[src/rtl/bn_leaky_relu_stage_if.sv]
// Stream bundle between batch norm, the leaky-ReLU stage and its consumer.
// The slave modport is the stage; the master modport is upstream plus downstream.
interface bn_leaky_relu_stage_if #(
    parameter int DATA_WIDTH = 16,
    parameter int size       = 8,
    parameter int CNT_W      = 16
);
    logic                       in_valid;
    logic                       in_ready;
    logic [DATA_WIDTH*size-1:0] x;
    logic                       out_valid;
    logic                       out_ready;
    logic [DATA_WIDTH*size-1:0] Out;
    logic                       out_last;
    logic [CNT_W-1:0]           beat_cnt;

    modport master (
        output in_valid, x, out_ready,
        input  in_ready, out_valid, Out, out_last, beat_cnt
    );

    modport slave (
        input  in_valid, x, out_ready,
        output in_ready, out_valid, Out, out_last, beat_cnt
    );
endinterface

[src/rtl/bn_leaky_relu_stage.sv]
// FP16 leaky ReLU (slope 2^-SHIFT) over a packed lane vector: 2-stage stallable
// pipeline with valid/ready handshake and a per-frame beat counter.
module bn_lrelu_lane #(
    parameter int SHIFT = 3
) (
    input  logic [15:0] x,
    output logic [1:0]  cls,
    output logic [3:0]  sh,
    input  logic [15:0] raw_q,
    input  logic [1:0]  cls_q,
    input  logic [3:0]  sh_q,
    output logic [15:0] y
);
    localparam logic [1:0] C_PASS = 2'd0;
    localparam logic [1:0] C_NORM = 2'd1;
    localparam logic [1:0] C_SUBN = 2'd2;
    localparam logic [4:0] SH5    = 5'(SHIFT);

    logic [4:0]  e;
    logic [10:0] mant_ext;

    assign e = x[14:10];

    // Stage 1: classify and precompute the denormalising shift amount.
    always_comb begin
        cls = C_PASS;
        sh  = '0;
        if (x[15] && e != 5'h1f) begin
            if (e > SH5) begin
                cls = C_NORM;
            end else if (e != 5'd0) begin
                cls = C_SUBN;
                sh  = 4'(SH5 - e + 5'd1);
            end else if (x[9:0] != 10'd0) begin
                cls = C_SUBN;
                sh  = 4'(SH5);
            end
        end
    end

    // Stage 2: implicit one restored only for normal inputs; shift truncates.
    assign mant_ext = {raw_q[14:10] != 5'd0, raw_q[9:0]};

    always_comb begin
        case (cls_q)
            C_NORM:  y = {1'b1, raw_q[14:10] - SH5, raw_q[9:0]};
            C_SUBN:  y = {1'b1, 5'd0, 10'(mant_ext >> sh_q)};
            default: y = raw_q;
        endcase
    end
endmodule

module bn_leaky_relu_stage #(
    parameter int DATA_WIDTH  = 16,
    parameter int size        = 8,
    parameter int SHIFT       = 3,
    parameter int FRAME_BEATS = 64,
    parameter int CNT_W       = 16
) (
    input logic               clk,
    input logic               reset,
    bn_leaky_relu_stage_if.slave io
);
    localparam int STAGES = 2;
    localparam logic [CNT_W-1:0] LAST_BEAT = CNT_W'(FRAME_BEATS - 1);

    typedef struct packed {
        logic [DATA_WIDTH-1:0] raw;
        logic [1:0]            cls;
        logic [3:0]            sh;
    } s1_t;

    s1_t [size-1:0]                   s1_q;
    logic [size-1:0][1:0]             cls_d;
    logic [size-1:0][3:0]             sh_d;
    logic [size-1:0][DATA_WIDTH-1:0]  y;
    logic [size-1:0][DATA_WIDTH-1:0]  out_q;
    logic [STAGES:1]                  vld_pipe;
    logic [CNT_W-1:0]                 cnt_q;
    logic                             en;
    logic                             fire_out;

    assign en       = !vld_pipe[STAGES] || io.out_ready;
    assign fire_out = vld_pipe[STAGES] && io.out_ready;

    for (genvar i = 0; i < size; i++) begin : g_lane
        bn_lrelu_lane #(.SHIFT(SHIFT)) u_lane (
            .x     (io.x[DATA_WIDTH*i +: DATA_WIDTH]),
            .cls   (cls_d[i]),
            .sh    (sh_d[i]),
            .raw_q (s1_q[i].raw),
            .cls_q (s1_q[i].cls),
            .sh_q  (s1_q[i].sh),
            .y     (y[i])
        );
    end

    always_ff @(posedge clk) begin
        if (!reset) begin
            vld_pipe <= '0;
            s1_q     <= '0;
            out_q    <= '0;
            cnt_q    <= '0;
        end else begin
            // One global enable: both stages move together or hold together.
            if (en) begin
                vld_pipe <= {vld_pipe[STAGES-1:1], io.in_valid};
                if (io.in_valid) begin
                    for (int i = 0; i < size; i++) begin
                        s1_q[i].raw <= io.x[DATA_WIDTH*i +: DATA_WIDTH];
                        s1_q[i].cls <= cls_d[i];
                        s1_q[i].sh  <= sh_d[i];
                    end
                end
                if (vld_pipe[1]) out_q <= y;
            end
            if (fire_out) cnt_q <= (cnt_q == LAST_BEAT) ? '0 : cnt_q + CNT_W'(1);
        end
    end

    assign io.in_ready  = en;
    assign io.out_valid = vld_pipe[STAGES];
    assign io.Out       = out_q;
    assign io.out_last  = vld_pipe[STAGES] && (cnt_q == LAST_BEAT);
    assign io.beat_cnt  = cnt_q;
endmodule

[src/flat_wrapper.sv]
// flat-port wrapper written by rule: the top's interface ports become plain ports
module bn_leaky_relu_stage_flat 
#(
    parameter int DATA_WIDTH  = 16,
    parameter int size        = 8,
    parameter int SHIFT       = 3,
    parameter int FRAME_BEATS = 64,
    parameter int CNT_W       = 16
)
  (clk, reset, io_in_valid, io_x, io_out_ready, io_in_ready, io_out_valid, io_Out, io_out_last, io_beat_cnt);
  bn_leaky_relu_stage_if #(.DATA_WIDTH(DATA_WIDTH), .size(size), .CNT_W(CNT_W)) io_i ();
  input logic clk;
  input logic reset;
  input wire logic [$bits(io_i.in_valid)-1:0] io_in_valid;
  input wire logic [$bits(io_i.x)-1:0] io_x;
  input wire logic [$bits(io_i.out_ready)-1:0] io_out_ready;
  output wire logic [$bits(io_i.in_ready)-1:0] io_in_ready;
  output wire logic [$bits(io_i.out_valid)-1:0] io_out_valid;
  output wire logic [$bits(io_i.Out)-1:0] io_Out;
  output wire logic [$bits(io_i.out_last)-1:0] io_out_last;
  output wire logic [$bits(io_i.beat_cnt)-1:0] io_beat_cnt;
  assign io_i.in_valid = io_in_valid;
  assign io_i.x = io_x;
  assign io_i.out_ready = io_out_ready;
  assign io_in_ready = io_i.in_ready;
  assign io_out_valid = io_i.out_valid;
  assign io_Out = io_i.Out;
  assign io_out_last = io_i.out_last;
  assign io_beat_cnt = io_i.beat_cnt;
  bn_leaky_relu_stage #(.DATA_WIDTH(DATA_WIDTH), .size(size), .SHIFT(SHIFT), .FRAME_BEATS(FRAME_BEATS), .CNT_W(CNT_W)) u_core (.clk(clk), .reset(reset), .io(io_i));
endmodule
[config.mk]
export PLATFORM = sky130hd
export DESIGN_NAME = bn_leaky_relu_stage_flat
export DESIGN_NICKNAME = d
export VERILOG_FILES = /design/src/rtl/bn_leaky_relu_stage_if.sv /design/src/rtl/bn_leaky_relu_stage.sv /design/src/flat_wrapper.sv
export SDC_FILE = /design/constraint.sdc
export NUM_CORES = 1
export LEC_CHECK = 0
export BUFFER_PORTS_ARGS = -buffer_cell sky130_fd_sc_hd__buf_2
export CAP_MARGIN = 20
export CORE_MARGIN = 5
export CORE_UTILIZATION = 57
export DETAILED_ROUTE_END_ITERATION = 8
export GPL_ROUTABILITY_DRIVEN = 0
export PLACE_DENSITY = 0.76
export REMOVE_ABC_BUFFERS = 1
export SLEW_MARGIN = 10
export SYNTH_ARGS = -nofsm -noshare
export SYNTH_HDL_FRONTEND = slang
export SYNTH_SLANG_ARGS = --single-unit
[constraint.sdc]
create_clock -name clk -period 2.3 [get_ports clk]
set_input_delay 0.23 -clock clk [delete_from_list [all_inputs] [get_ports clk]]
set_output_delay 0.23 -clock clk [all_outputs]
set_load 0.005 [all_outputs]
==> results.md, run 1 <==
- Vias in the first global route: between 15000 and 20000
- CTS Root Cell: clkbuf_16
- Clk Latency, worst-skew pair: 0.51 ns
- Startpoint types: register
- R2R setup slack: just under 0.1 ns
- Unrepaired setup endpoints after global routing: no
- Reg clk slew, reported paths: ~0.060 ns
- Worst vdd ir: 715.2 uV
- Ports: 279
- Nets@finish: between 2000 and 3000
- Setup TNS: 0 ns
- Netlist cell types: 65
- Setup Viol. Count Final: 0
- Global-route wire length before repair: just under 80000 um
- Filler cells: 2342
- Total number of vias: between 15000 and 20000
- Post-synth EDFFs: 0
- Outcome: completed
- Seq cells post-synth: ~320
- Gr usage total: approximately 28%
- Die W: 183.4 um
- IO Port Bufs: 278
- Final Hold Fails: 0
- Ratio of cells with drive above 1 in the final layout: about a fifth
- CTS Buf Count: 37
- DRT Wirelength: around 49000 um
- Final period utilization: a little over nine tenths
- Pre-antenna DRT Iters: 8
- CTS tree: built
- ANT cells: 0
- Syn. warnings: 0
- P&R area growth vs syn: 22.82%
- Worst Hold Class: in2reg
- Syn Area/Cell: about 8.4 sq um
- Initial DRC Count: between 1000 and 1500
- Max-slew violations: 0
- Worst Path Arrival: 2.60 ns
- Setup crit end kind: register
- Async S/R FF share, synth: 0%
- HPWL Detailed: 33620 um
- H-Tree Depth: 2
- FMAX: around 450 MHz
- Min Tclk post-route: between 2 and 2.5 ns
- Sink Count: between 300 and 400
- Synth Instances: roughly 2000
- Number of max-cap violations: 0
- Longest Clk Path Bufs: 3
- Row Count: 63
- Cell area after layout: ~0.021 sq mm
- Top_reg_cell synth: dfxtp_1
- Number of vias per cell: around 6.0
- Starting Density: between 50% and 60%
- Die Footprint: between 0.03 and 0.04 sq mm
- Kind of critical path: reg2reg
- Height of the die: roughly 180 um
- Worst Tran Pin Value: around 0.7 ns
- Slew HR: around 52%
- Fin Clk Skew: 0.01281 ns
- Multi-input logic area: ~0.0099 sq mm
- Sequential share of the synthesized area: 37.60%
- Mapped Area: about 0.017 sq mm
- PwrDens: roughly 640 mW/mm^2
- Leakage Power: around 8.9 nW
- Placed inst area: around 0.019 sq mm
- Core Area: around 0.03 sq mm
- Critical Path RT: between 2 and 3 ns
- Routed Antenna Nets: 0
- Drt wl/cell: 17.63 um
- Peak fanout along the critical path: 6
- Register area: about 0.0064 sq mm
- GR Overflow Total: 0
- Initial antenna violation count: 0
- Largest net degree at the start of global routing: 119
- # DRC: 0
- Total power: 13.54 mW
## layer usage
layer	global-route usage, %	vias up	part of all wire, %
li1	-	8018	-
met1	37.12	7917	42
met2	47.05	689	48
met3	4.452	85	7.6
met4	7.807	0	2.3
met5	0	-	0
## stage by stage
step	util (%)	cells	hold slack (ns)	setup slack, ns
CTS	71.03	2772	0.0002042	0.1073
global route	71.04	2772	0.004412	0.02277
detailed placement	64.35	2628	0.4544	0.1227
global placement	64.35	2628	0.4437	0.1786
finish	71.04	2772	0.01617	0.09641
floorplan	-	1891	0.3404	-1.800
## cell type report
class,instances,area share [%]
Clock inverter,3,0.07131
Multi-Input combinational cell,1512,47.05
Sequential cell,322,30.62
Timing Repair Buffer,433,13.69
Tap cell,390,2.318
Clock buffer,55,5.241
Inverter,57,1.016
## registers in the layout, summed over array words and instances, names as in the netlist
register	flops
u_core.io.Out	128
u_core.s1_q	176
u_core.io.beat_cnt	16
u_core.vld_pipe	2
## layout by cell type (no fill, tap or decap), drive strengths merged, types with 11 or more instances in the layout
cell	count
nor4b	17
mux4	39
nor3	29
o31ai	13
a21boi	140
o211a	31
a21o	17
inv	57
nor2	115
nand4	23
nand2b	25
a21oi	95
a221oi	58
a32o	16
and2	14
nand3b	17
and3	24
mux2	21
or3	12
dlygate4sd3	86
mux2i	46
nand2	391
a31oi	11
nand3	28
o211ai	14
nor4	27
nor3b	19
a211oi	22
o21ai	121
buf	346
dfxtp	322
ha	49
nor2b	11
clkbuf	56
## critical path: stages, from the launching register on
cell	delay, ns
dfxtp_1	0.36
inv_1	0.07
ha_1	0.15
or4b_1	0.47
mux4_2	0.48
mux2_4	0.27
a221oi_2	0.22
nor2_1	0.06
## power breakdown
part	internal (mW)	switching [mW]	total [mW]
Clock	3.27	2.20	5.47
Sequential	5.88	0.282	6.16
Combinational	0.872	1.03	1.90
## Yosys cell counts, drive strengths merged, types with 13 or more instances
| cell type | n | area share [%] |
|---|---|---|
| nand2 | 391 | 8.6 |
| dfxtp | 322 | 38 |
| a21boi | 140 | 6.1 |
| clkbuf | 124 | 2.7 |
| o21ai | 121 | 3.5 |
| nor2 | 115 | 2.5 |
| a21oi | 95 | 2.8 |
| a221oi | 58 | 3.0 |
| inv | 57 | 1.2 |
| ha | 49 | 3.6 |
| mux2i | 46 | 2.7 |
| mux4 | 39 | 5.1 |
| buf | 33 | 0.77 |
| o211a | 31 | 1.8 |
| nor3 | 29 | 0.85 |
| nand3 | 28 | 0.82 |
| nor4 | 27 | 0.99 |
| nand2b | 25 | 0.91 |
| and3 | 24 | 0.88 |
| nand4 | 23 | 0.84 |
| a211oi | 22 | 0.96 |
| mux2 | 21 | 1.4 |
| nor3b | 19 | 0.83 |
| a21o | 17 | 0.74 |
| nand3b | 17 | 0.74 |
| nor4b | 17 | 0.87 |
| a32o | 16 | 0.93 |
| and2 | 14 | 0.51 |
| o211ai | 14 | 0.61 |
| o31ai | 13 | 0.57 |
## path summary, 6_finish.rpt
kind                         from                to  cells after the start
hold / removal           io_x[90]  u_core.s1_q[126]                      3
hold reg to reg   u_core.s1_q[21]   u_core.s1_q[21]                      2
setup / recovery  u_core.s1_q[16]  u_core.io.Out[3]                      7
setup reg to reg  u_core.s1_q[16]  u_core.io.Out[3]                      7
## cells by family after synthesis
kind of cell | after synthesis | share of synthesized area [%]
AO/OA/AOI/OAI | 574 | 23.23
XOR/XNOR | 11 | 0.5620
adder cells (fa/ha/maj) | 49 | 3.576
buffers and inverters | 214 | 4.730
flip-flops | 322 | 37.60
multiplexers | 106 | 9.211
AND/OR/NAND/NOR | 772 | 21.09
## what timing repair did
| item | CTS | global route |
|---|---|---|
| setup buffers | 0 | 0 |
| resized for setup | 0 | 1 |
| endpoints found under the hold margin | 86 | 0 |
| hold buffers | 86 | 0 |
| setup endpoints to repair | 0 | 2 |
Power figures use the tool's default switching activity.
==> inputs of run 2 (changes only) <==
--- a/config.mk
+++ b/config.mk
@@ -9,11 +9,11 @@
 export CAP_MARGIN = 20
 export CORE_MARGIN = 5
 export CORE_UTILIZATION = 57
+export CTS_BUF_LIST = sky130_fd_sc_hd__clkbuf_4 sky130_fd_sc_hd__clkbuf_8 sky130_fd_sc_hd__clkbuf_16
 export DETAILED_ROUTE_END_ITERATION = 8
 export GPL_ROUTABILITY_DRIVEN = 0
 export PLACE_DENSITY = 0.76
 export REMOVE_ABC_BUFFERS = 1
-export SLEW_MARGIN = 10
 export SYNTH_ARGS = -nofsm -noshare
 export SYNTH_HDL_FRONTEND = slang
 export SYNTH_SLANG_ARGS = --single-unit
==> run 2 against run 1 <==
  * Die area unchanged
  * Register-to-register slack about the same
  * Combinational power about the same
  * Cell area up 0.24%
  * Via count up 0.24%
  * First-iteration DRC count down 6.8%
  * Clock skew down 0.00079 ns
  * Core utilization up 0.17 points
  * Flip-flop and latch count unchanged
  * Non-clock buffer count up 2
  * Critical path type unchanged
  * Highest routed layer unchanged
==> results.md, run 2 (synthesis results as in run 1) <==
- Max reg flops: between 150 and 200
- Initial DRC Count: between 1000 and 1500
- CP max stage delay: ~0.48 ns
- Number of max-cap violations: 0
- Fin Clk Skew: 0.01202 ns
- Peak fanout along the critical path: 6
- Outcome: completed
- Cell area after layout: between 0.02 and 0.025 sq mm
- Kind of critical path: reg2reg
- Worst Path Arrival: 2.61 ns
- Drt wl/cell: between 15 and 20 um
- Delay-heaviest family, CP: multiplexers
- Total number of vias: about 17000
- HPWL Detailed: ~34000 um
- Final Hold Fails: 0
- Routed Antenna Nets: 0
- Buffer and inverter count on the worst path: 1
- Starting Density: around 58%
- Gr usage total: 27.84%
- Slew HR: between 50% and 60%
- Core Area: ~0.030 sq mm
- Unrepaired setup endpoints after global routing: no
- Filler cells: approximately 2300
- Longest Clk Path Bufs: 3
- Sink Count: 322
- Ports: 279
- Setup bufs post-CTS: 0
- Leakage Power: 8.919 nW
- Die Footprint: ~0.034 sq mm
- Height of the die: approximately 180 um
- Total power: around 14 mW
- Die W: roughly 180 um
- CTS Buf Count: 37
- Row Count: 63
- Critical Path RT: between 2 and 3 ns
- Worst Tran Pin Value: 0.6789 ns
- GR Overflow Total: 0
- Vias in the first global route: around 16000
- CTS Root Cell: clkbuf_16
- Pre-antenna DRT Iters: 5
- Multi-input logic area: 0.009906 sq mm
- Min Tclk post-route: 2.207 ns
- Global-route wire length before repair: 79570 um
- Crit. path cell count: 7
- Worst Hold Class: in2reg
- Setup Viol. Count Final: 0
- Clk Latency, worst-skew pair: approximately 0.5 ns
- Initial antenna violation count: 0
- Most frequent cells in the layout: nand2_1, dfxtp_1, buf_2, a21boi_0, o21ai_0
- Top reg by flops: u_core.s1_q
- IO Port Bufs: between 200 and 300
- H-Tree Depth: 2
- Nets@finish: approximately 2500
- Slowest cell on crit path: mux4_2
- Number of vias per cell: between 6 and 7
- Register area: ~0.0064 sq mm
- Placed inst area: between 0.015 and 0.02 sq mm
- FMAX: 453.2 MHz
- DRT Wirelength: around 49000 um
- Setup crit end kind: register
- # DRC: 0
- Cells on worst reg2reg path: 7
- Worst vdd ir: 712.8 uV
- Startpoint types: register
- P&R area growth vs syn: 23.12%
- Final period utilization: a little over nine tenths
- Commonest non-fill, non-tap cell in the layout: nand2_1
- Reg clk slew, reported paths: 0.06 ns
- Largest net degree at the start of global routing: roughly 120
- Setup TNS: 0 ns
- Max-slew violations: 0
- Ratio of cells with drive above 1 in the final layout: 20.22%
- PwrDens: around 650 mW/mm^2
- Worst Hold Path Cells: 3
- Critical path cell sequence: inv_1 > ha_1 > or4b_1 > mux4_2 > mux2_4 > a221oi_2 > nor2_1
- CTS tree: built
==> run 2: final timing paths <==
kind	from	endpoint	slack (ns)
setup reg to reg	u_core.s1_q[16]	u_core.io.Out[3]	0.09
setup / recovery	u_core.s1_q[16]	u_core.io.Out[3]	0.09
hold reg to reg	u_core.s1_q[21]	u_core.s1_q[21]	0.46
hold / removal	io_x[10]	u_core.s1_q[16]	0.02
==> run 2: what timing repair did <==
| item | in CTS | in global routing |
|---|---|---|
| endpoints found under the setup margin | 0 | 2 |
| resized for setup | 0 | 1 |
| hold buffers | 88 | 0 |
| endpoints found under the hold margin | 88 | 0 |
==> run 2: worst register-to-register path, stage by stage (launching register included) <==
cell and delay, ns:
dfxtp_1 0.36, inv_1 0.07, ha_1 0.15, or4b_1 0.47
mux4_2 0.48, mux2_4 0.27, a221oi_2 0.23, nor2_1 0.06
==> run 2: final cells by class <==
type	count	area share, %
inverters	57	1.014
flip-flops and latches	322	30.54
clock buffers	55	5.353
clock inverters	3	0.07114
well taps	390	2.312
repair buffers	435	13.75
multi-input cells	1512	46.93
diodes	2	0.02371
==> run 2: report_power, final <==
| group | switching (mW) | internal (mW) | leakage (nW) | total [mW] |
|---|---|---|---|---|
| logic | 1.03 | 0.874 | 5.70 | 1.90 |
| clock network | 2.21 | 3.36 | 0.579 | 5.57 |
| registers | 0.281 | 5.88 | 2.64 | 6.16 |
==> run 2: through the flow <==
stage | worst slack [ns] | instances | hold slack, ns | util, %
after CTS | 0.1073 | 2774 | 0.0006972 | 71.18
after global routing | 0.02277 | 2774 | 0.01158 | 71.20
after detailed placement | 0.1227 | 2628 | 0.4544 | 64.35
after floorplan | -1.800 | 1891 | 0.3404 | -
after global placement | 0.1786 | 2628 | 0.4437 | 64.35
final | 0.09340 | 2776 | 0.01666 | 71.21
==> run 2: per-layer routing <==
| metal | share of wire [%] | global-route usage, % | wire length, um |
|---|---|---|---|
| met1 | 42 | 37.13 | 20350 |
| met5 | 0 | 0 | 0 |
| met3 | 8.0 | 4.590 | 3910 |
| met2 | 48 | 47.08 | 23440 |
| met4 | 2.4 | 7.598 | 1188 |
==> inputs of run 3 (changes only) <==
--- a/config.mk
+++ b/config.mk
@@ -5,6 +5,7 @@
 export SDC_FILE = /design/constraint.sdc
 export NUM_CORES = 1
 export LEC_CHECK = 0
+export ABC_AREA = 1
 export BUFFER_PORTS_ARGS = -buffer_cell sky130_fd_sc_hd__buf_2
 export CAP_MARGIN = 20
 export CORE_MARGIN = 5
@@ -12,7 +13,7 @@
 export CTS_BUF_LIST = sky130_fd_sc_hd__clkbuf_4 sky130_fd_sc_hd__clkbuf_8 sky130_fd_sc_hd__clkbuf_16
 export DETAILED_ROUTE_END_ITERATION = 8
 export GPL_ROUTABILITY_DRIVEN = 0
-export PLACE_DENSITY = 0.76
+export PLACE_DENSITY = 0.77
 export REMOVE_ABC_BUFFERS = 1
 export SYNTH_ARGS = -nofsm -noshare
 export SYNTH_HDL_FRONTEND = slang
==> run 3 against run 2 <==
  * The run now ends with design-rule violations left
  * Via count is 7.3% higher
  * Flip-flop and latch count stayed put
  * Synthesized cell count is 19% higher
  * Critical path depth is 1 lower
  * Synthesized area is 2.9% lower
  * Core utilization is 1.1 points lower
  * Sequential share of layout area is 1.4 points higher
  * Cell area is 4.4% lower
  * Clock skew is 0.0034 ns higher
  * Highest routed layer unchanged
==> results.md, run 3 <==
- Commonest non-fill, non-tap cell in the layout: nand2_1
- Slew HR: a little under three fifths
- # DRC: 1
- Reg-to-reg critical path startpoint: u_core.s1_q[136]
- Die W: 180.9 um
- Yosys top cell by area: dfxtp_1
- Worst vdd ir: 812.7 uV
- Syn. warnings: 0
- R2R setup slack: approximately 0.42 ns
- Area contributors post-synth: dfxtp_1, nand2_1, a21oi_1
- Seq cells post-synth: 322
- Initial DRC Count: between 2000 and 2500
- Total number of vias: about 18000
- Outcome: finished with violations
- Global-route wire length before repair: slightly above 80000 um
- Post-synth EDFFs: 0
- Setup crit end kind: output pin
- Area fraction of the dominant cell type after synthesis: roughly two fifths
- CTS Root Cell: clkbuf_16
- Starting Density: approximately 58%
- Routed Antenna Nets: 0
- Gr usage total: between 20% and 30%
- Max reg flops: about 180
- Min Tclk post-route: roughly 2.2 ns
- Sink Count: between 300 and 400
- Drt wl/cell: 15.86 um
- Core Area: about 0.029 sq mm
- Cells on worst reg2reg path: 7
- GR Overflow Total: 0
- Most frequent cells in the layout: nand2_1, dfxtp_1, buf_2, a21oi_1, nor2_1
- CTS Buf Count: 37
- Post-Layout Cell Count: 3131
- Clk Latency, worst-skew pair: 0.51 ns
- Startpoint types: register
- Worst Tran Pin Value: ~0.64 ns
- WHS: approximately 0.0096 ns
- Reg clk slew, reported paths: ~0.060 ns
- Setup Viol. Count Final: 0
- Critical Path RT: between 2 and 2.5 ns
- Row Count: 62
- Async S/R FF share, synth: 0%
- Sequential share of the synthesized area: about 39%
- Pre-antenna DRT Iters: 8
- Final period utilization: between 90% and 100%
- Height of the die: approximately 180 um
- Number of vias per cell: about 5.7
- Setup TNS: 0 ns
- Top reg by flops: u_core.s1_q
- Unrepaired setup endpoints after global routing: no
- CTS-repair resized insts: 0
- Mapped Area: ~0.017 sq mm
- Netlist cell types: 40
- P&R area growth vs syn: 21.22%
- Worst Path Arrival: around 1.9 ns
- Number of max-cap violations: 0
- Post-Place Cells: between 3000 and 4000
- Kind of critical path: reg2out
- Most common cell in the netlist: nand2_1
- Nets@finish: around 2900
- PwrDens: 703.4 mW/mm^2
- Largest net degree at the start of global routing: 161
- Worst Hold Class: in2reg
- Syn Area/Cell: roughly 6.8 sq um
- Max-slew violations: 0
- Vias in the first global route: 17130
- H-Tree Depth: 2
- Synth Instances: 2437
- Ports: 279
- Die Footprint: roughly 0.033 sq mm
- Top_reg_cell synth: dfxtp_1
- Longest Clk Path Bufs: 3
- Initial antenna violation count: 1
- Peak fanout along the critical path: 6
- Setup bufs post-CTS: 0
- Ratio of cells with drive above 1 in the final layout: roughly 14%
- Leakage Power: between 8 and 9 nW
- HPWL Detailed: ~34000 um
- Fin Clk Skew: 0.01545 ns
- Worst Hold Path Cells: 3
- IO Port Bufs: 278
- HP Start: io_x[51]
- Hold EP: u_core.s1_q[75]
- Reg2reg end: u_core.io.Out[103]
- Failing checks: design-rule violations
- DRT Wirelength: between 40000 and 50000 um
- Post-synth top cells: nand2_1, dfxtp_1, a21oi_1, nor2_1, o21ai_0
- Hold_buf cts: 62
- FMAX: 464.6 MHz
- Final Hold Fails: 0
- CTS tree: built
-- run 3: cell types whose count changed in the layout (fill, tap and decap cells not counted), moves of 119 or more --
cell	change
nor2_1	+132
nand2_1	+119
a21boi_0	-140
nand3_1	+191
inv_1	+132
a21oi_1	+180
o21ai_0	+123
-- run 3: critical path: stages (launching register included) --
cell,delay (ns)
dfxtp_1,0.44
ha_1,0.23
inv_1,0.06
nor3_1,0.26
nand2_1,0.15
nor2_1,0.14
buf_2,0.13
-- run 3: final cells by class --
type	instances	area [sq um]
tap	384	480.5
antenna	1	2.502
fill	2430	8602
timing repair buffer	362	2317
multi-input combinational	1784	8801
clock inverter	8	143.9
inverter	211	804.5
clock buffer	59	1182
sequential	322	6446
-- run 3: metal layers --
metal | wire (um) | vias up | share of wire [%] | GRT usage, %
met5 | 0 | - | 0 | 0
met4 | 1908 | 0 | 3.8 | 11.65
met3 | 4361 | 148 | 8.8 | 5.490
met2 | 22200 | 856 | 45 | 47.72
met1 | 21170 | 8172 | 43 | 38.74
li1 | - | 8798 | - | -
-- run 3: power by group --
part	leakage, nW	total [mW]	internal [mW]	switching (mW)
logic	5.50	1.81	0.690	1.12
clock network	0.669	6.27	3.98	2.30
registers	2.64	6.11	5.88	0.232
-- run 3: kinds of logic after synthesis --
| kind of cell | synth area share, % |
|---|---|
| mux | 0.3007 |
| xor+xnor | 0.8419 |
| buf+inv | 8.404 |
| fa+ha+maj | 3.683 |
| simple gates | 27.76 |
| flops | 38.73 |
| compound gates | 20.29 |
-- run 3: how the worst max path moves through the flow --
stage	start	end
4_1_cts	u_core.io.beat_cnt[0]	io_out_last
3_3_place_gp	u_core.s1_q[136]	u_core.io.Out[98]
2_1_floorplan	u_core.vld_pipe[2]	u_core.s1_q[101]
6_report	u_core.io.beat_cnt[0]	io_out_last
3_5_place_dp	u_core.s1_q[136]	u_core.io.Out[103]
5_1_grt	u_core.io.beat_cnt[0]	io_out_last
-- run 3: per-stage QoR --
stage | power (mW) | utilization, % | area, sq um | setup slack, ns
final | 14.19 | 70.11 | 20180 | 0.1477
after global routing | 14.82 | 70.11 | 20180 | 0.02870
after CTS | 14.24 | 70.10 | 20180 | 0.1610
after detailed placement | 7.911 | 63.34 | 18230 | 0.4521
after global placement | 7.868 | 63.34 | 18230 | 0.5445
after floorplan | 7.165 | - | 16040 | -0.1219
